**src/rtl/tile_map_renderer.sv**
```systemverilog
// tile_map_renderer
// -----------------------------------------------------------------------------
// Walks a MAP_W x MAP_H tile map stored in an external synchronous memory and
// produces one vga_adapter plot-interface pixel per DRAW cycle. Each tile code
// selects a colour from a runtime palette. The render can be offset by a pixel
// origin. Pixels that fall off screen are clipped. Code 0 can optionally be
// transparent. A pause input freezes pixel stepping.
//
// Handshake (start/busy/done):
//   start is sampled only in IDLE. A high start there is "accepted". busy is
//   high from the cycle after acceptance through the last DRAW cycle. done is
//   a single-cycle pulse in the DONE state, with busy low. A start seen while
//   busy, or in the DONE cycle, is ignored. There is no backpressure from the
//   VGA side: plot is a fire-and-forget write strobe.
//
// Ports:
//   clock       system clock
//   resetn      synchronous active-low reset
//   start       begin a full map render (IDLE only)
//   pause       freeze pixel stepping while high (DRAW only)
//   origin_x/y  screen position of tile (0,0), latched at start
//   palette     entry i at bits [i*COLOR_W +: COLOR_W], sampled live
//   map_addr    map memory read address (row*MAP_W + col)
//   map_q       map memory read data, RD_LAT cycles after the address
//   vga_x/y     pixel coordinate, holds its last value outside DRAW
//   vga_color   pixel colour, holds its last value outside DRAW
//   plot        write strobe for vga_adapter
//   busy        render in progress
//   done        one-cycle completion pulse
//   dbg_state_o current FSM state encoding, for observation only
// -----------------------------------------------------------------------------
module tile_map_renderer #(
   parameter int TILE_LOG2 = 3,
   parameter int MAP_W     = 29,
   parameter int MAP_H     = 13,
   parameter int CODE_W    = 2,
   parameter int COLOR_W   = 3,
   parameter int ADDR_W    = 9,
   parameter int RD_LAT    = 1,
   parameter int SCREEN_W  = 320,
   parameter int SCREEN_H  = 240,
   parameter int TRANSP0   = 0
) (
   input  logic                              clock,
   input  logic                              resetn,
   input  logic                              start,
   input  logic                              pause,
   input  logic [8:0]                        origin_x,
   input  logic [7:0]                        origin_y,
   input  logic [(2**CODE_W)*COLOR_W-1:0]    palette,
   output logic [ADDR_W-1:0]                 map_addr,
   input  logic [CODE_W-1:0]                 map_q,
   output logic [8:0]                        vga_x,
   output logic [7:0]                        vga_y,
   output logic [COLOR_W-1:0]                vga_color,
   output logic                              plot,
   output logic                              busy,
   output logic                              done,
   output logic [2:0]                        dbg_state_o
);

   localparam int COL_W = (MAP_W > 1) ? $clog2(MAP_W) : 1;
   localparam int ROW_W = (MAP_H > 1) ? $clog2(MAP_H) : 1;

   localparam logic [COL_W-1:0]     COL_LAST = COL_W'(MAP_W - 1);
   localparam logic [ROW_W-1:0]     ROW_LAST = ROW_W'(MAP_H - 1);
   localparam logic [COL_W-1:0]     COL_ONE  = COL_W'(1);
   localparam logic [ROW_W-1:0]     ROW_ONE  = ROW_W'(1);
   localparam logic [TILE_LOG2-1:0] D_ONE    = TILE_LOG2'(1);
   localparam logic [ADDR_W-1:0]    A_ONE    = ADDR_W'(1);
   localparam logic [1:0]           LAT_LAST = 2'(RD_LAT - 1);
   localparam logic [1:0]           LAT_ONE  = 2'd1;

   typedef enum logic [2:0] {
      S_IDLE  = 3'd0,
      S_FETCH = 3'd1,
      S_WAIT  = 3'd2,
      S_DRAW  = 3'd3,
      S_DONE  = 3'd4
   } state_t;

   state_t                 state_q, state_d;
   logic [COL_W-1:0]       col_q, col_d;
   logic [ROW_W-1:0]       row_q, row_d;
   logic [TILE_LOG2-1:0]   dx_q, dx_d;
   logic [TILE_LOG2-1:0]   dy_q, dy_d;
   logic [8:0]             ox_q, ox_d;
   logic [7:0]             oy_q, oy_d;
   logic [CODE_W-1:0]      code_q, code_d;
   logic [1:0]             lat_q, lat_d;
   logic [ADDR_W-1:0]      addr_q, addr_d;
   logic [8:0]             hx_q, hx_d;
   logic [7:0]             hy_q, hy_d;
   logic [COLOR_W-1:0]     hc_q, hc_d;

   logic [9:0]             pix_x;
   logic [8:0]             pix_y;
   logic [COLOR_W-1:0]     pix_c;
   logic                   visible;
   logic                   transp;
   logic                   last_col;
   logic                   last_row;

   // Screen coordinates are one bit wider than the ports so that clipping
   // sees the true position rather than a wrapped one.
   assign pix_x    = 10'(ox_q) + (10'(col_q) << TILE_LOG2) + 10'(dx_q);
   assign pix_y    = 9'(oy_q) + (9'(row_q) << TILE_LOG2) + 9'(dy_q);
   assign pix_c    = palette[int'(code_q)*COLOR_W +: COLOR_W];
   assign visible  = (pix_x < 10'(SCREEN_W)) && (pix_y < 9'(SCREEN_H));
   assign transp   = (TRANSP0 != 0) && (code_q == '0);
   assign last_col = (col_q == COL_LAST);
   assign last_row = (row_q == ROW_LAST);

   always_comb begin
      state_d = state_q;
      col_d   = col_q;
      row_d   = row_q;
      dx_d    = dx_q;
      dy_d    = dy_q;
      ox_d    = ox_q;
      oy_d    = oy_q;
      code_d  = code_q;
      lat_d   = lat_q;
      addr_d  = addr_q;
      hx_d    = hx_q;
      hy_d    = hy_q;
      hc_d    = hc_q;
      plot    = 1'b0;
      busy    = 1'b0;
      done    = 1'b0;

      case (state_q)
         S_IDLE: begin
            if (start) begin
               ox_d    = origin_x;
               oy_d    = origin_y;
               col_d   = '0;
               row_d   = '0;
               dx_d    = '0;
               dy_d    = '0;
               addr_d  = '0;
               state_d = S_FETCH;
            end
         end

         S_FETCH: begin
            busy    = 1'b1;
            lat_d   = '0;
            state_d = S_WAIT;
         end

         S_WAIT: begin
            busy = 1'b1;
            // Memory data is valid in the last of the RD_LAT wait cycles.
            if (lat_q == LAT_LAST) begin
               code_d  = map_q;
               state_d = S_DRAW;
            end else begin
               lat_d = lat_q + LAT_ONE;
            end
         end

         S_DRAW: begin
            busy = 1'b1;
            // Track the live pixel so the outputs can hold it after DRAW ends.
            hx_d = pix_x[8:0];
            hy_d = pix_y[7:0];
            hc_d = pix_c;
            plot = !pause && visible && !transp;
            if (!pause) begin
               if (dx_q != '1) begin
                  dx_d = dx_q + D_ONE;
               end else begin
                  dx_d = '0;
                  if (dy_q != '1) begin
                     dy_d = dy_q + D_ONE;
                  end else begin
                     dy_d = '0;
                     if (last_col && last_row) begin
                        state_d = S_DONE;
                     end else begin
                        // The address runs alongside col/row so no multiply
                        // is needed to form row*MAP_W + col.
                        state_d = S_FETCH;
                        addr_d  = addr_q + A_ONE;
                        if (last_col) begin
                           col_d = '0;
                           row_d = row_q + ROW_ONE;
                        end else begin
                           col_d = col_q + COL_ONE;
                        end
                     end
                  end
               end
            end
         end

         S_DONE: begin
            done    = 1'b1;
            state_d = S_IDLE;
         end

         default: begin
            state_d = S_IDLE;
         end
      endcase
   end

   always_ff @(posedge clock) begin
      if (!resetn) begin
         state_q <= S_IDLE;
         col_q   <= '0;
         row_q   <= '0;
         dx_q    <= '0;
         dy_q    <= '0;
         ox_q    <= '0;
         oy_q    <= '0;
         code_q  <= '0;
         lat_q   <= '0;
         addr_q  <= '0;
         hx_q    <= '0;
         hy_q    <= '0;
         hc_q    <= '0;
      end else begin
         state_q <= state_d;
         col_q   <= col_d;
         row_q   <= row_d;
         dx_q    <= dx_d;
         dy_q    <= dy_d;
         ox_q    <= ox_d;
         oy_q    <= oy_d;
         code_q  <= code_d;
         lat_q   <= lat_d;
         addr_q  <= addr_d;
         hx_q    <= hx_d;
         hy_q    <= hy_d;
         hc_q    <= hc_d;
      end
   end

   assign map_addr    = addr_q;
   assign vga_x       = (state_q == S_DRAW) ? pix_x[8:0] : hx_q;
   assign vga_y       = (state_q == S_DRAW) ? pix_y[7:0] : hy_q;
   assign vga_color   = (state_q == S_DRAW) ? pix_c : hc_q;
   assign dbg_state_o = state_q;

endmodule

```
**config.mk**
```make
export PLATFORM = sky130hd
export DESIGN_NAME = tile_map_renderer
export DESIGN_NICKNAME = d
export VERILOG_FILES = /design/src/rtl/tile_map_renderer.sv
export SDC_FILE = /design/constraint.sdc
export NUM_CORES = 1
export LEC_CHECK = 0
export CORE_MARGIN = 2
export CORE_UTILIZATION = 37
export DETAILED_ROUTE_END_ITERATION = 6
export PLACE_DENSITY = 0.61
export SLEW_MARGIN = 20
export SYNTH_ARGS = -nofsm -noshare
export SYNTH_HDL_FRONTEND = slang
export SYNTH_SLANG_ARGS = --single-unit
```
**constraint.sdc**
```tcl
create_clock -name clock -period 2.5 [get_ports clock]
set_input_delay 0.25 -clock clock [delete_from_list [all_inputs] [get_ports clock]]
set_output_delay 0.25 -clock clock [all_outputs]
set_load 0.01 [all_outputs]
```
==> qor.yml <==
timing:
  tightest_slew_ps: 536
  layout_setup_ws_ps: -299
  fin_hold_ws_ps: 452
  setup_viol: 3
  slew_headroom_pct: 63.9
  timing.final.hold_violations: 0
  fmax_mhz: 357
  drv_slew: 0
  layout_worst_path_cycle_share_pct: 112
  grt_setup_unrepaired: "yes"
  skew_ps: 7.61
  period_minus_slack_ps: 2800
  finalSetupTns_ps: -438
job:
  maxCapViolations: 0
drt:
  wirelength_met1_um: 4250
  wl_met2_um: 4300
  routed_wl_um: 9110
  ant_nets: 0
  top_layer_used: "met4"
  vias: 3391
  vias_per_cell: 4.84
  firstDrtPassIters: 4
  drtIter0Drc: 118
  wl_met3_um: 389
  route.detailed.drc: 0
  wire_per_inst_um: 13.0
logic_synthesis:
  synthCells: 436
  ys_ff_latch: 68
  synth_edf_count: 0
  mappedNetlistArea_sq_mm: 0.00363
  synthesis.nets: 498
  ys_async_sr_fraction_pct: 0
  synth-main-ff-cell: "dfxtp_1"
  synth-seq-area-share_pct: 37.5
  synthDistinctLibCells: 47
  yosys_warnings: 0
  synth_area_per_cell_sq_um: 8.32
finish:
  drive_above_1_share_pct: 23.1
  fillers: 912
  area_growth_pct: 45.6
  finish.net_count: 624
  antennaDiodeCount: 0
  seq_area_sq_mm: 0.00138
  multi_input_area_sq_mm: 0.00234
critical_path:
  path_class: "reg -> out"
  max_stage_delay_ps: 500
  arrival_ps: 2550
  r2r-end: "map_addr[8]$_SDFFE_PN0P_"
  start_kind: "register"
  crit_fanout: 3
  startpoint: "dy_q[2]$_SDFFE_PN0P_"
  reg2reg_setup_slack_ps: 360
  reg2reg_depth: 9
  path_cells: "ha_1 > a211oi_4 > o21ai_1 > a221oi_2 > xor2_1 > or4b_4 > nor3b_4 > buf_2"
  cp_slowest_cell: "or4b_4"
  reg2reg_from: "dy_q[1]$_SDFFE_PN0P_"
  cp-end-kind: "output pin"
  required_ps: 2250
  cp-endpoint: "plot"
power:
  leakagePower_uw: 0.00224
  power.density_mw_per_mm2: 562
  vdd_ir_drop_max_v: 0.000315
floorplan:
  core_sq_mm: 0.00964
  die_w_um: 103
  io_pins: 70
  start_util_pct: 37.6
  die_h_um: 103
  fp.dieArea_sq_mm: 0.0106
  fp-row-count: 36
placement:
  portBuffers: 69
  gp_congestion: 0.903
  dp_hpwl_um: 6540
  pre_cts_ws_ps: -589
status:
  violations: "setup timing"
  status: "complete, but fails checks"
global_routing:
  gr-usage-all-layers_pct: 18.0
  antenna_found_initial: 0
  grt_pass1_wl_um: 14900
  overflow: 0
  grt_max_degree: 36
  grt_pass1_vias: 3285
clocking:
  cts_max_path_buffers: 2
  cts_tree: "built"
  clk_latency_ps: 350
  cts.sink_count: 68
  clk_pin_slew_worst_paths_ps: 70
  cts_root_buf: "clkbuf_8"
  numCtsBuffers: 9
  htreeDepth: 3
hold_path:
  min_path_type: "in -> reg"
==> power by group <==
group | internal (uW) | leakage, uW | switching [uW]
Clock | 512 | 0.000102 | 412
Combinational | 401 | 0.00158 | 428
Sequential | 1160 | 0.000556 | 56.4
Total | 2070 | 0.00224 | 897
==> critical path: cells and delay by family (launching register included) <==
| kind | cells | cell delay (ps) |
|---|---|---|
| buffers and inverters | 1 | 140 |
| DFF | 1 | 320 |
| adders and majority gates | 1 | 260 |
| AOI/OAI and AO/OA | 3 | 660 |
| and+or+nand+nor | 2 | 680 |
| xor gates and xnor gates | 1 | 130 |
==> metrics by stage <==
step,total power [uW],util [%],instance area [sq um],instances
final,2970,54.8,5280,700
after global routing,3140,54.8,5280,700
after CTS,2990,54.0,5210,698
after detailed placement,2020,50.0,4820,675
after global placement,2010,50.0,4820,675
after floorplan,1650,-,3630,436
==> layout by cell type (no fill, tap or decap), types with 13 or more instances in the layout <==
cell,netlist,layout
a21boi_0,17,17
and2_1,26,26
buf_4,0,61
clkdlybuf4s50_1,0,56
dfxtp_1,68,59
ha_1,25,20
inv_1,13,13
nand2_1,87,87
nor2_1,30,29
o21ai_0,28,18
xor2_1,13,13
==> synthesized netlist by cell type (7+ instances only) <==
master    number  share of area, %
nor2b_1        8               1.4
clkbuf_1      12               1.2
nand3_1        8               1.1
nand2_1       87               9.0
a21oi_1       15               2.1
o21ai_0       28               3.9
inv_1         13               1.3
dfxtp_1       68                38
xor2_1        13               3.1
nor2_1        30               3.1
xnor2_1       12               2.9
a21o_1         7               1.4
a21boi_0      17               3.5
and2_1        26               4.5
ha_1          25               8.6
==> cells by family after synthesis <==
kind of cell,Yosys count,synth area share (%)
AO/OA/AOI/OAI,87,15.3
XOR/XNOR,25,6.04
adder cells (fa/ha/maj),27,9.73
buffers and inverters,30,3.24
flip-flops,68,37.5
multiplexers,8,3.28
AND/OR/NAND/NOR,191,24.8
==> flip-flops by register name (all words and copies together) (netlist names) <==
register / count
dbg_state_o: 3
ox_q: 9
hy_q: 8
hc_q: 3
map_addr: 9
col_q: 5
row_q: 4
hx_q: 9
lat_q: 2
dy_q: 3
oy_q: 8
dx_q: 3
code_q: 2
==> how the worst min path moves through the flow <==
stage	from	end	slack, ps	cells past startpoint
6_report	origin_x[4]	ox_q[4]$_SDFFE_PN0P_	450	3
5_1_grt	origin_y[1]	oy_q[1]$_SDFFE_PN0P_	450	3
4_1_cts	origin_x[6]	ox_q[6]$_SDFFE_PN0P_	440	3
3_5_place_dp	oy_q[0]$_SDFFE_PN0P_	oy_q[0]$_SDFFE_PN0P_	470	2
3_3_place_gp	ox_q[0]$_SDFFE_PN0P_	ox_q[0]$_SDFFE_PN0P_	460	2
2_1_floorplan	origin_x[0]	ox_q[0]$_SDFFE_PN0P_	390	2
==> per-layer routing <==
| metal | vias to the layer above | GRT usage, % |
|---|---|---|
| li1 | 1739 | - |
| met1 | 1566 | 23.0 |
| met2 | 70 | 29.6 |
| met3 | 16 | 3.80 |
| met4 | 0 | 7.69 |
| met5 | - | 0 |
==> what timing repair did <==
item | 4_1_cts | 5_1_grt
resized for setup | 79 | 21
setup buffers | 12 | 5
endpoints found under the setup margin | 18 | 12
hold buffers | 0 | 0
pin swaps | 25 | 20
==> cell type report <==
class / instances / share of cell area, %
Timing Repair Buffer: 132 / 21.6
Inverter: 13 / 0.924
Multi-Input combinational cell: 338 / 44.3
Tap cell: 133 / 3.15
Clock inverter: 4 / 0.901
Sequential cell: 68 / 26.1
Clock buffer: 12 / 2.94
Power figures use the tool's default switching activity.
